<file path="src/rtl/rssb_pkg.sv">
// Shared types and constants for the RSSB one-instruction controller.
package rssb_pkg;

  typedef enum logic [1:0] {
    IDLE  = 2'd0,
    FETCH = 2'd1,
    EXEC  = 2'd2,
    HALT  = 2'd3
  } rssb_state_e;

  // An operand fetch returning this value stops the machine.
  localparam logic [7:0] HALT_ADDR_DEFAULT = 8'hFF;

endpackage

</file>
<file path="src/rtl/rssb_alu.sv">
// Subtract-with-borrow datapath: diff = rdata - acc, borrow when rdata < acc.
module rssb_alu #(
  parameter int WIDTH = 8
) (
  input  logic [WIDTH-1:0] rdata,
  input  logic [WIDTH-1:0] acc,
  output logic [WIDTH-1:0] diff,
  output logic             borrow
);

  // Modular difference plus unsigned borrow flag.
  always_comb begin
    diff   = rdata - acc;
    borrow = (rdata < acc);
  end

endmodule

</file>
<file path="src/rtl/rssb_ctrl.sv">
// RSSB controller: fetch operand address, subtract, write back, skip on borrow.
// Defining RSSB_INSTR_COUNT_EN adds the instr_cnt retired-instruction counter.
module rssb_ctrl
  import rssb_pkg::*;
#(
  parameter int               WIDTH     = 8,
  parameter logic [WIDTH-1:0] HALT_ADDR = HALT_ADDR_DEFAULT
) (
  input  logic             clk,
  input  logic             rst,
  input  logic             run,
  input  logic [WIDTH-1:0] mem_rdata,
  output logic [WIDTH-1:0] mem_addr,
  output logic             mem_write,
  output logic [WIDTH-1:0] mem_wdata,
  output logic [WIDTH-1:0] pc,
  output logic [WIDTH-1:0] acc,
  output logic             halted
`ifdef RSSB_INSTR_COUNT_EN
  ,
  output logic [WIDTH-1:0] instr_cnt
`endif
);

  localparam logic [WIDTH-1:0] ZERO = {WIDTH{1'b0}};
  localparam logic [WIDTH-1:0] ONE  = {{(WIDTH-1){1'b0}}, 1'b1};

  rssb_state_e      state_r;
  rssb_state_e      next_state_s;
  logic [WIDTH-1:0] pc_r;
  logic [WIDTH-1:0] acc_r;
  logic [WIDTH-1:0] opr_r;
  logic [WIDTH-1:0] diff_s;
  logic             borrow_s;
  logic [WIDTH-1:0] pc_step_s;

  rssb_alu #(.WIDTH(WIDTH)) u_alu (
    .rdata  (mem_rdata),
    .acc    (acc_r),
    .diff   (diff_s),
    .borrow (borrow_s)
  );

  // Borrow skips the next instruction: step is 2 on borrow, otherwise 1.
  assign pc_step_s = {{(WIDTH-2){1'b0}}, borrow_s, ~borrow_s};

  assign pc  = pc_r;
  assign acc = acc_r;

  // Next-state and RAM-port decode; outputs follow the registered state only.
  always_comb begin
    next_state_s = state_r;
    mem_addr     = pc_r;
    mem_write    = 1'b0;
    mem_wdata    = ZERO;
    halted       = 1'b0;
    case (state_r)
      IDLE: begin
        if (run) next_state_s = FETCH;
        else     next_state_s = IDLE;
      end
      FETCH: begin
        if (mem_rdata == HALT_ADDR) next_state_s = HALT;
        else                        next_state_s = EXEC;
      end
      EXEC: begin
        mem_addr  = opr_r;
        mem_write = 1'b1;
        mem_wdata = diff_s;
        if (run) next_state_s = FETCH;
        else     next_state_s = IDLE;
      end
      HALT: begin
        halted       = 1'b1;
        next_state_s = HALT;
      end
      default: begin
        next_state_s = IDLE;
      end
    endcase
  end

  // State, operand latch and architectural pc/acc; reset aborts any write.
  always_ff @(posedge clk or negedge rst) begin
    if (!rst) begin
      state_r <= IDLE;
      pc_r    <= ZERO;
      acc_r   <= ZERO;
      opr_r   <= ZERO;
    end else begin
      state_r <= next_state_s;
      if (state_r == FETCH) begin
        opr_r <= mem_rdata;
      end
      if (state_r == EXEC) begin
        acc_r <= diff_s;
        pc_r  <= pc_r + pc_step_s;
      end
    end
  end

`ifdef RSSB_INSTR_COUNT_EN
  logic [WIDTH-1:0] instr_cnt_r;

  // Retired-instruction count; only an EXEC edge advances it.
  always_ff @(posedge clk or negedge rst) begin
    if (!rst) begin
      instr_cnt_r <= ZERO;
    end else if (state_r == EXEC) begin
      instr_cnt_r <= instr_cnt_r + ONE;
    end
  end

  assign instr_cnt = instr_cnt_r;
`endif

endmodule

</file>
<file path="config.mk">
export PLATFORM = sky130hd
export DESIGN_NAME = rssb_ctrl
export DESIGN_NICKNAME = d
export VERILOG_FILES = /design/src/rtl/rssb_pkg.sv /design/src/rtl/rssb_alu.sv /design/src/rtl/rssb_ctrl.sv
export SDC_FILE = /design/constraint.sdc
export NUM_CORES = 1
export LEC_CHECK = 0
export ABC_AREA = 1
export ABC_CLOCK_PERIOD_IN_PS = 3200
export BUFFER_PORTS_ARGS = -buffer_cell sky130_fd_sc_hd__buf_4
export CAP_MARGIN = 20
export CORE_MARGIN = 1.5
export CORE_UTILIZATION = 52
export DETAILED_ROUTE_END_ITERATION = 10
export GPL_TIMING_DRIVEN = 0
export PLACE_DENSITY = 0.8
export SYNTH_ARGS = -nofsm -noshare
export SYNTH_HDL_FRONTEND = slang
export SYNTH_SLANG_ARGS = --single-unit
</file>
<file path="constraint.sdc">
create_clock -name clk -period 3.2 [get_ports clk]
set_input_delay 0.16 -clock clk [delete_from_list [all_inputs] [get_ports clk]]
set_output_delay 0.16 -clock clk [all_outputs]
set_load 0.05 [all_outputs]
</file>
==> flow_summary.yaml <==
drt:
  vias: 1437
  ant_nets: 0
  drt_iter0_markers: 51
  dr.pass1.iters: 4
  detail_route.wirelength_um: 3330
  post_drt_wl_per_cell_um: 11.3
  via_per_inst: 4.89
  drc: 0
timing:
  clock-skew-final_ns: 0.00786
  final.setup.worst_slack_ns: 0.548
  tightest_slew_ns: 0.338
  final_max_slew_viol_count: 0
  fin_crit_sh: 0.829
  slew_headroom: 0.775
  rsz0062_at_grt: "no"
  setup-violations-final: 0
  fmax_mhz: 377
  hold_viol_final: 0
  tns_ns: 0
  period_needed_ns: 2.65
layout:
  nets: 285
  fill_cells: 263
  n_antenna_cell: 0
  area_delta_synth_final_pct: 25.8
  final-instance-count-excl-fill: 294
  multi_input_area_um2: 793
  regArea_um2: 651
  drive_gt1_frac: 0.238
synth:
  synth-compound-area-share: 0.0696
  muxShareOfSynthArea: 0
  synth_top_family_by_area: "simple AND/OR/NAND/NOR gates"
  ys_warn_count: 0
  synth-xor-area-share: 0.0271
  synth_area_leaders: "dfrtp_1, nand2_1, inv_1"
  yosysTopAreaCell: "dfrtp_1"
  syn_area_um2: 1620
  synth.distinct_cells: 28
  synth_fp_nets: 235
  yosys.area.top_type_share: 0.402
  synth-simple-area-share: 0.292
  synthCells: 212
  syn_avg_cell_area_um2: 7.63
  synthAdderAreaFrac: 0.102
  ys_ff_latch: 26
  seq_area_frac_synth: 0.402
clocking:
  cts-root-buf: "clkbuf_4"
  cts_buffer_depth: 2
  cts_made_buffers: 3
  path_clk_slew_ns: 0.14
  htree_levels: 1
  cts_tree: "done"
  clk_latency_ns: 0.32
  cts.sinks: 26
  post-cts-setup-buffers: 0
floorplan:
  ios: 45
  initial_core_util: 0.539
  die_area_um2: 3450
  rows: 20
  fp.dieW_um: 58.8
  die_h_um: 58.8
  core_um2: 3000
global_routing:
  grt_pass1_vias: 1271
  grt_max_degree: 27
  grt_pass1_wl_um: 5420
  globalRouteTotalUtil: 0.201
  grt_antenna_before_repair: 0
  grt-ovfl-total: 0
worst_setup_path:
  end_kind: "flop"
  reg2regPathDepth: 14
  rr_startpoint: "acc[0]$_DFFE_PN0P_"
  start_kind: "flop"
  startpoint: "acc[0]$_DFFE_PN0P_"
  crit_required_ns: 3.46
  crit_type: "flop to flop"
  r2r_slack_ns: 0.55
  crit_arrival_ns: 2.91
  path_max_fanout: 3
  r2r-end: "pc[6]$_DFFE_PN0P_"
  crit_path_end: "pc[6]$_DFFE_PN0P_"
place:
  gp_congestion: 0.890
  place_inst: 289
  pre_cts_ws_ns: 0.570
  portBuffers: 44
  place_hpwl_um: 2590
worst_hold_path:
  min_path_type: "input port to flop"
  holdPathStages: 2
flow_run:
  cap_violations: 0
outcome:
  outcome: "finished clean"
[synth_stat cells]
master     n
nand3_1   10
nand3_2    1
dfrtp_1   26
nor2_4     3
xor2_1     5
nand3b_1   1
a21o_1     1
o21bai_1   1
nor2_1    11
buf_2      1
nand2_2    1
o21ai_1    1
nand2_4    1
inv_1     35
o31ai_1    1
o21ai_0    9
fa_1       2
inv_2      3
o21a_1     1
buf_6      2
nor2_2     2
clkbuf_1   1
a21oi_1    4
nand2_1   73
nand4_1    3
ha_1      10
or2_1      1
o22ai_1    2
[final cells by class]
cell class | instances | share of cell area
Buffer | 4 | 0.0154
Clock buffer | 4 | 0.0178
Inverter | 38 | 0.0701
Multi-Input combinational cell | 144 | 0.390
Sequential cell | 26 | 0.320
Tap cell | 33 | 0.0203
Timing Repair Buffer | 45 | 0.167
[worst max-delay path, cell delays in order, from the launching register on]
cell and delay, ns:
dfrtp_1 0.40, ha_1 0.16, inv_1 0.06, fa_1 0.38
nand2_1 0.10, nand2_1 0.07, nand2_1 0.10, nor2_1 0.05
nor2_1 0.21, inv_1 0.12, fa_1 0.45, nor2_4 0.15
nand3_2 0.10, nor2_2 0.11, xor2_1 0.14
[logic make-up (layout without fill, tap and decap cells)]
| group | after synthesis | in the layout |
|---|---|---|
| and+or+nand+nor | 107 | 107 |
| DFF | 26 | 26 |
| adders and majority gates | 12 | 12 |
| xor gates and xnor gates | 5 | 5 |
| AOI/OAI and AO/OA | 20 | 20 |
| buffers and inverters | 42 | 91 |
[what timing repair did]
action,CTS,global route
endpoints found under the hold margin,26,0
endpoints found under the setup margin,0,0
hold buffers,1,0
gates resized for setup,0,0
[stage by stage]
stage          hold slack, ns  cell area (um^2)  utilization
2_1_floorplan          -0.136              1620            -
3_3_place_gp           0.0860              1990        0.663
3_5_place_dp           0.0880              1990        0.663
4_1_cts                0.0327              2040        0.678
5_1_grt                0.0189              2040        0.678
6_report               0.0398              2040        0.678
[worst min-delay path by stage]
stage	startpoint	end	slack, ns
2_1_floorplan	rst	acc[0]$_DFFE_PN0P_	-0.14
3_3_place_gp	rst	pc[0]$_DFFE_PN0P_	0.09
3_5_place_dp	rst	pc[0]$_DFFE_PN0P_	0.09
4_1_cts	run	state_r[0]$_DFF_PN0_	0.03
5_1_grt	run	state_r[0]$_DFF_PN0_	0.02
6_report	run	state_r[0]$_DFF_PN0_	0.04
[cell usage in the layout, fill, tap and decap left out, types with 2 or more instances in the layout]
master / instances
buf_6: 2
dfrtp_1: 26
inv_1: 35
nand3_1: 10
inv_2: 3
fa_1: 2
o22ai_1: 2
nor2_4: 3
xor2_1: 5
a21oi_1: 4
ha_1: 10
buf_4: 44
nor2_2: 2
clkbuf_4: 3
o21ai_0: 9
nand4_1: 3
nor2_1: 11
nand2_1: 73
[metal layers]
metal | GRT usage | vias to the layer above | share of wire
met2 | 0.348 | 34 | 0.49
met1 | 0.259 | 648 | 0.45
met5 | 0 | - | 0
met3 | 0.0396 | 2 | 0.053
li1 | - | 753 | -
met4 | 0.0455 | 0 | 0.0039
[sequential cells by signal (all words and copies together) (netlist names)]
register  flops
acc           8
opr_r         8
pc            8
state_r       2
Power is not shown: default switching activity piles up to over one toggle a cycle in this logic, so the estimate is an artifact.
